## config.mk

```make
export PLATFORM = sky130hd
export DESIGN_NAME = fu_output_queue
export DESIGN_NICKNAME = d
export VERILOG_FILES = /design/src/rtl/fu_output_queue.sv
export SDC_FILE = /design/constraint.sdc
export NUM_CORES = 1
export LEC_CHECK = 0
export CAP_MARGIN = 25
export CORE_MARGIN = 1.5
export CORE_UTILIZATION = 45
export CTS_CLUSTER_DIAMETER = 80
export DETAILED_ROUTE_END_ITERATION = 10
export GPL_TIMING_DRIVEN = 0
export PLACE_DENSITY = 0.68
export SLEW_MARGIN = 20
export SYNTH_ARGS = -nofsm -noshare
export SYNTH_HDL_FRONTEND = slang
export SYNTH_SLANG_ARGS = --single-unit
export TNS_END_PERCENT = 20
```

## constraint.sdc

```tcl
create_clock -name clk -period 14.2 [get_ports clk]
set_clock_uncertainty 0.2 [all_clocks]
set_input_delay 2.13 -clock clk [delete_from_list [all_inputs] [get_ports clk]]
set_output_delay 2.13 -clock clk [all_outputs]
set_load 0.01 [all_outputs]
```

## src/rtl/fu_output_queue.sv

```systemverilog
// Result output queue for a functional unit: one queue, separate CDB and ROB drain pointers,
// daisy-chained bus requests. Define FU_OUT_BYPASS_EN for same-cycle input pass-through.
module fu_output_queue #(
  parameter int DATA_W  = 8,
  parameter int TAG_W   = 4,
  parameter int ROBID_W = 4,
  parameter int FLAGS_W = 8,
  parameter int WBS_W   = 8,
  parameter int DEPTH   = 4
) (
  input  logic               clk,
  input  logic               rst,
  input  logic               flush,
  input  logic               in_valid,
  input  logic               in_cdb_en,
  input  logic [WBS_W-1:0]   in_wbs,
  input  logic [FLAGS_W-1:0] in_flags,
  input  logic [ROBID_W-1:0] in_robid,
  input  logic [DATA_W-1:0]  in_result,
  output logic               in_ready,
  input  logic               cdb_transmit,
  output logic               cdb_transmit_out,
  output logic [TAG_W-1:0]   cdb_id,
  output logic [DATA_W-1:0]  cdb_val,
  input  logic               rob_transmit,
  output logic               rob_transmit_out,
  output logic [ROBID_W-1:0] robid_out,
  output logic [FLAGS_W-1:0] flags_out,
  output logic [WBS_W-1:0]   wbs_out,
  output logic [DATA_W-1:0]  value_out,
  output logic               busy,
  output logic               overflow
);

  localparam int PW = $clog2(DEPTH);
  localparam logic [PW:0] DEPTH_V = DEPTH[PW:0];

  logic [PW:0] wr_q, wr_d, cdb_q, cdb_d, rob_q, rob_d;
  logic        ovf_q, ovf_d;

  logic               st_en_q    [DEPTH];
  logic [WBS_W-1:0]   st_wbs_q   [DEPTH];
  logic [FLAGS_W-1:0] st_flags_q [DEPTH];
  logic [ROBID_W-1:0] st_robid_q [DEPTH];
  logic [DATA_W-1:0]  st_res_q   [DEPTH];

  logic [PW-1:0] wr_idx, cdb_idx, rob_idx;
  logic [PW:0]   occ_cdb, occ_rob, occ;
  logic          accept;
  logic          rob_pend, rob_byp, rob_request, rob_grant;
  logic          cdb_pend, cdb_head_en, cdb_skip, cdb_byp, cdb_byp_skip;
  logic          cdb_request, cdb_grant, cdb_adv;
  logic [WBS_W-1:0]   cdb_wbs_sel;
  logic [DATA_W-1:0]  cdb_val_sel;

  assign wr_idx  = wr_q[PW-1:0];
  assign cdb_idx = cdb_q[PW-1:0];
  assign rob_idx = rob_q[PW-1:0];

  // Occupancy is set by whichever channel lags; same-cycle retirement earns no credit.
  assign occ_cdb  = wr_q - cdb_q;
  assign occ_rob  = wr_q - rob_q;
  assign occ      = (occ_cdb > occ_rob) ? occ_cdb : occ_rob;
  assign in_ready = occ < DEPTH_V;
  assign accept   = in_valid & in_ready & ~flush;

  assign rob_pend    = rob_q != wr_q;
  assign cdb_pend    = cdb_q != wr_q;
  assign cdb_head_en = st_en_q[cdb_idx];
  assign cdb_skip    = cdb_pend & ~cdb_head_en;

`ifdef FU_OUT_BYPASS_EN
  assign rob_byp      = accept & ~rob_pend;
  assign cdb_byp      = accept & in_cdb_en & ~cdb_pend;
  assign cdb_byp_skip = accept & ~in_cdb_en & ~cdb_pend;
`else
  assign rob_byp      = 1'b0;
  assign cdb_byp      = 1'b0;
  assign cdb_byp_skip = 1'b0;
`endif

  assign rob_request = rob_pend | rob_byp;
  assign rob_grant   = rob_request & ~rob_transmit;
  assign cdb_request = (cdb_pend & cdb_head_en) | cdb_byp;
  assign cdb_grant   = cdb_request & ~cdb_transmit;
  assign cdb_adv     = cdb_grant | cdb_skip | cdb_byp_skip;

  assign rob_transmit_out = rob_transmit | rob_request;
  assign cdb_transmit_out = cdb_transmit | cdb_request;

  // Payloads are zero when not granted so the shared buses can be OR-combined.
  always_comb begin
    robid_out = '0;
    flags_out = '0;
    wbs_out   = '0;
    value_out = '0;
    if (rob_grant) begin
      if (rob_pend) begin
        robid_out = st_robid_q[rob_idx];
        flags_out = st_flags_q[rob_idx];
        wbs_out   = st_wbs_q[rob_idx];
        value_out = st_res_q[rob_idx];
      end else begin
        robid_out = in_robid;
        flags_out = in_flags;
        wbs_out   = in_wbs;
        value_out = in_result;
      end
    end
  end

  assign cdb_wbs_sel = cdb_pend ? st_wbs_q[cdb_idx] : in_wbs;
  assign cdb_val_sel = cdb_pend ? st_res_q[cdb_idx] : in_result;
  assign cdb_id      = cdb_grant ? cdb_wbs_sel[TAG_W-1:0] : '0;
  assign cdb_val     = cdb_grant ? cdb_val_sel : '0;

  assign busy     = rob_pend | cdb_pend | in_valid;
  assign overflow = ovf_q;

  always_comb begin
    wr_d  = wr_q + {{PW{1'b0}}, accept};
    rob_d = rob_q + {{PW{1'b0}}, rob_grant};
    cdb_d = cdb_q + {{PW{1'b0}}, cdb_adv};
    ovf_d = ovf_q | (in_valid & ~in_ready & ~flush);
    if (flush) begin
      wr_d  = wr_q;
      rob_d = wr_q;
      cdb_d = wr_q;
    end
  end

  always_ff @(posedge clk) begin
    if (rst) begin
      wr_q  <= '0;
      rob_q <= '0;
      cdb_q <= '0;
      ovf_q <= 1'b0;
    end else begin
      wr_q  <= wr_d;
      rob_q <= rob_d;
      cdb_q <= cdb_d;
      ovf_q <= ovf_d;
    end
  end

  // Entry contents need no reset: they are only observed once a pointer says they are valid.
  always_ff @(posedge clk) begin
    if (accept) begin
      st_en_q[wr_idx]    <= in_cdb_en;
      st_wbs_q[wr_idx]   <= in_wbs;
      st_flags_q[wr_idx] <= in_flags;
      st_robid_q[wr_idx] <= in_robid;
      st_res_q[wr_idx]   <= in_result;
    end
  end

endmodule

```

Word level (Yosys, flattened, before mapping):

Memory sizes are Yosys's and may differ from the RTL's. A register that Yosys moved wholly into a read port is not among the register bits.
Cells that the tools add are included.
W data, S select, Z words.

* order comparisons: 2
* reduce and logical (&&, ||, !) cells: 0
* multiply operators: 0
* muxes and demuxes: 24
* shift-type cells: 0
* add/subtract/negate cells: 5
* bitwise logic cells: 19
* divide/modulo/power cells: 0
* equal/unequal tests: 2

Operators by type and width (number)
* $mux W8: 8
* $mux W4: 4
* $mux W2: 7
* $add A3 B1 Y3: 3
* $mux W3: 3
* $and A1 B1 Y1: 8
* $ne A3 B3 Y1: 2
* $or A1 B1 Y1: 6
* $sub A3 B3 Y3: 2
* $not A1 Y1: 5
* $gt A3 B3 Y1: 1
* $lt A3 B3 Y1 const B: 1
* $mux W1: 2

* output and inout bits: 45
* bits in latches: 0
* flip-flop bits (word level): 10
* bits in read-only memories: 0
* memories: 5
* word-level logic and storage cells: 61
* bits in writable memories: 116

Memory list
* st_flags_q: words 4, bits a word 8, read ports 1, clocked after Yosys merged registers in 1, write ports 1, RTL line 43 `logic [FLAGS_W-1:0] st_flags_q [DEPTH];`
* st_res_q: words 4, bits a word 8, read ports 2, clocked after Yosys merged registers in 2, write ports 1, RTL line 45 `logic [DATA_W-1:0] st_res_q [DEPTH];`
* st_wbs_q: words 4, bits a word 8, read ports 2, clocked after Yosys merged registers in 2, write ports 1, RTL line 42 `logic [WBS_W-1:0] st_wbs_q [DEPTH];`
* st_robid_q: words 4, bits a word 4, read ports 1, clocked after Yosys merged registers in 1, write ports 1, RTL line 44 `logic [ROBID_W-1:0] st_robid_q [DEPTH];`
* st_en_q: words 4, bits a word 1, read ports 1, clocked after Yosys merged registers in 1, write ports 1, RTL line 41 `logic st_en_q [DEPTH];`

Logic depth before layout (Yosys ltp):

Gate-level depths: netlist of run 1.

* depth in word-level cells: 8
* gate-level depth with buffers: 14
* gate-level depth less buffers: 14

Worst setup path before layout of run 1:

Ideal clock, no wire load.

* path type: input to register
* from: in in_valid
* to: mem st_en_q[2] (enable)
* cell stages on the path: 3
* required time: 13.540 ns
* slack: 8.862 ns
* arrival: 4.678 ns
* path through: nor2b_1 -> nand3_1 -> a211oi_1

* word-level cells in the longest chain between the ends: 4

RTL lines
* start: declaration: RTL line 14 `input logic in_valid,`
* $and A1 B1 Y1 (2 in series): RTL line 65 `assign accept = in_valid & in_ready & ~flush;`
* $mux W1: RTL line 148 `if (accept) begin`
* $mux W1 (implied by the code): RTL line 149 `st_en_q[wr_idx] <= in_cdb_en;`
* end: declaration: RTL line 41

Every way passes these cells.

Final worst setup path of run 1:

* from: in rob_transmit
* to: out wbs_out[3]

* word-level cells in the longest chain between the ends: 3

RTL lines
* start: declaration: RTL line 25 `input logic rob_transmit,`
* $not A1 Y1: RTL line 83 `assign rob_grant = rob_request & ~rob_transmit;`
* $and A1 B1 Y1: RTL line 83
* $mux W8: RTL line 97 `if (rob_grant) begin`
* end: declaration: RTL line 29 `output logic [WBS_W-1:0] wbs_out,`

Every way passes these cells.

==> reports/qor.csv, run 1 <==
metric,value,unit
worstPathRequired,11.87,ns
root_buffer,clkbuf_16,
ys_top_cells_by_count,"edfxtp_1 (116), mux4_2 (40), nor2b_1 (37), ha_1 (12), inv_1 (12)",
hold_class,reg2reg,
dr.pass1.iters,4,
cts_inserted_buffers,17,
crit_end,wbs_out[3],
slew_headroom,45.56,%
dr.first_iter.drc_count,153,
min_period_over_period,44.06,%
p_total,940.1,uW
finalInstanceArea,7342,sq um
critPathKind,in2out,
routed_wl,11460,um
synth_edf_count,116,
reg2reg_slack,9.98,ns
reg2reg_from,rob_q[1],
grt_max_degree,17,
ys_types,38,
cp-start-kind,primary input,
clk_latency,0.40,ns
postRouteAntennaNets,0,
seq_area_frac_synth,65.41,%
synthesis.area,5632,sq um
post_drt_wl_per_cell,19.40,um
yosysMostFrequentCell,edfxtp_1,
numPortBuffers,78,
ff2ff_path_depth,10,
synth_top_area_share,61.85,%
crit_chain,"clkdlybuf4s50_1, a31o_2, buf_2, buf_6, nor2b_1, clkdlybuf4s50_1",
hold_slack,0.2826,ns
leakage,0.002389,uW
drcViolationCount,0,
clk_pin_slew_worst_paths,0.05,ns
rows,40,
arrival,3.93,ns
end_kind,output port,
finalCoreUtilization,60.62,%
nNetsFinal,459,
ios,80,
cap_violations,0,
critPathMaxFanout,10,
vias,3062,
rsz0062_at_grt,false,
slew_viol_final,0,
grt_overflow,0,
synth_top_cell_by_area,edfxtp_1,
synthArstFlopShare,0,%
power_density,128.0,nW/um^2
die_x,114.9,um
slowest_stage,clkdlybuf4s50_1,
grtUsageTotal,19.24,%
synthFlopType,edfxtp_1,
initial_utilization,46.50,%
antenna_found_initial,0,
worstReg2RegEnd,st_res_q[1][4],
ys_warn_count,0,
fmax,159.8,MHz
cpMostUsedCell,clkdlybuf4s50_1,
diodes,0,
finalWeightedCongestion,0.7354,
placed_area,6793,sq um
layout-drive-gt1-share,25.30,%
dp_hpwl,7904,um
cts_tree,yes,
max_slew.worst_pin.slew,0.8139,ns
synth_area_leaders,"edfxtp_1 (62%), mux4_2 (16%), nor2b_1 (4.1%)",
synthToLayoutAreaGrowth,30.37,%
peakVddDrop,0.00008124,V
fin_crit,6.257,ns
cts_buffer_depth,2,
worst-path-stages,6,
grt_pass1_wl,18210,um
status,completed,
cts-resized-gates,0,
path_buf_inv,4,
die_h,114.9,um
syn-num-nets,354,
core,12110,sq um
htree_num_levels,4,
slowest_delay,0.58,ns
finalSetupViolCount,0,
post-cts-setup-buffer-count,0,
first_global_vias,3385,
crit_family,buffers and inverters,
viasPerCell,5.181,
startpoint,rob_transmit,
ys_seq_elements,126,
clkSinkCount,126,
fp.dieArea,13200,sq um
syn_area_per_cell,18.46,sq um
syn_inst,305,
setup-tns-final,0,ns
cts.hold.buffers_added,0,
hold_viol,0,
registers in the layout (all words and copies together) (netlist names):
| register | count |
|---|---|
| cdb_q | 3 |
| st_robid_q | 16 |
| rob_q | 3 |
| wr_q | 3 |
| st_flags_q | 32 |
| st_res_q | 32 |
| overflow | 1 |
| st_en_q | 4 |
| st_wbs_q | 32 |
how the worst min path moves through the flow:
stage	slack (ns)	endpoint	cells past startpoint	from
floorplan	0.31	overflow	2	overflow
global placement	0.27	overflow	2	overflow
detailed placement	0.29	overflow	2	overflow
CTS	0.30	overflow	2	overflow
global route	0.36	overflow	2	overflow
finish	0.28	overflow	2	overflow
worst register-to-register path, delay by kind of cell (launching register included):
family / cells / cell delay [ns]
buffers and inverters: 4 / 1.01
AO/OA/AOI/OAI: 2 / 1.12
flip-flops: 1 / 0.37
AND/OR/NAND/NOR: 1 / 0.21
XOR/XNOR: 1 / 0.29
adder cells (fa/ha/maj): 2 / 0.72
through the flow:
| step | instances | worst slack (ns) |
|---|---|---|
| after floorplan | 305 | 8.862 |
| after global placement | 551 | 6.376 |
| after detailed placement | 559 | 7.916 |
| after CTS | 591 | 7.877 |
| after global routing | 591 | 7.717 |
| final | 591 | 7.943 |
report_power, final:
part	total (uW)	internal [uW]	switching [uW]
registers	422	417	4.66
clock network	393	239	154
logic	125	65.6	59.5
cells by family (layout without fill, tap and decap cells):
group / after synthesis / count (layout) / synth area share [%]
muxes: 41 / 41 / 16.46
AOI/OAI and AO/OA: 25 / 25 / 3.288
DFF: 126 / 126 / 65.41
adders and majority gates: 14 / 14 / 3.377
buffers and inverters: 27 / 145 / 2.732
and+or+nand+nor: 65 / 65 / 7.221
xor gates and xnor gates: 7 / 7 / 1.511
placed cells by master, fill, tap and decap left out, types with 4 or more instances in the layout:
master / n
inv_1: 12
nor2b_2: 5
nand3_1: 4
edfxtp_1: 116
a211oi_4: 5
nand2b_1: 8
clkinv_2: 5
dfxtp_1: 10
clkbuf_1: 4
clkbuf_16: 17
nor2b_1: 37
buf_6: 5
ha_1: 12
clkinvlp_4: 4
clkdlybuf4s50_1: 78
buf_8: 8
nand2_1: 4
mux4_2: 40
a21oi_1: 10
final cells by class:
cell class              count  area (sq um)
plain buffers              15         108.9
clock buffers              17         425.4
clock inverters            15         123.9
fillers                   933          4770
inverters                  12         45.04
multi-input cells         152          1844
flip-flops and latches    126          3684
well taps                 168         210.2
repair buffers             86         900.9
per-layer routing:
metal	part of all wire [%]	wire length (um)	vias to the layer above	global-route usage, %
met2	53	6121	72	33.25
met4	1.6	178	0	6.667
li1	-	-	1414	-
met1	41	4696	1559	23.79
met3	4.1	466	17	4.797
met5	0	0	-	0
No activity file was read; power rests on OpenSTA's default activity.
==> run 2, diff against run 1 <==
Clock period 14.2 ns to 6.1 ns, I/O delays scaled along.
==> results of run 2 <==
The final DEF is identical to that of run 1. Status: completed.
Main changes from that run: setup slack after placement 7.916 ns -> 1.469 ns; setup slack after layout 7.943 ns -> 1.078 ns; start point of the critical path rob_transmit -> rob_q[1]; end point of the critical path wbs_out[3] -> in_ready; register-to-register setup slack 9.98 ns -> 1.88 ns; total power 940.1 uW -> 2188 uW; worst IR drop on VDD 0.00008124 V -> 0.0001891 V
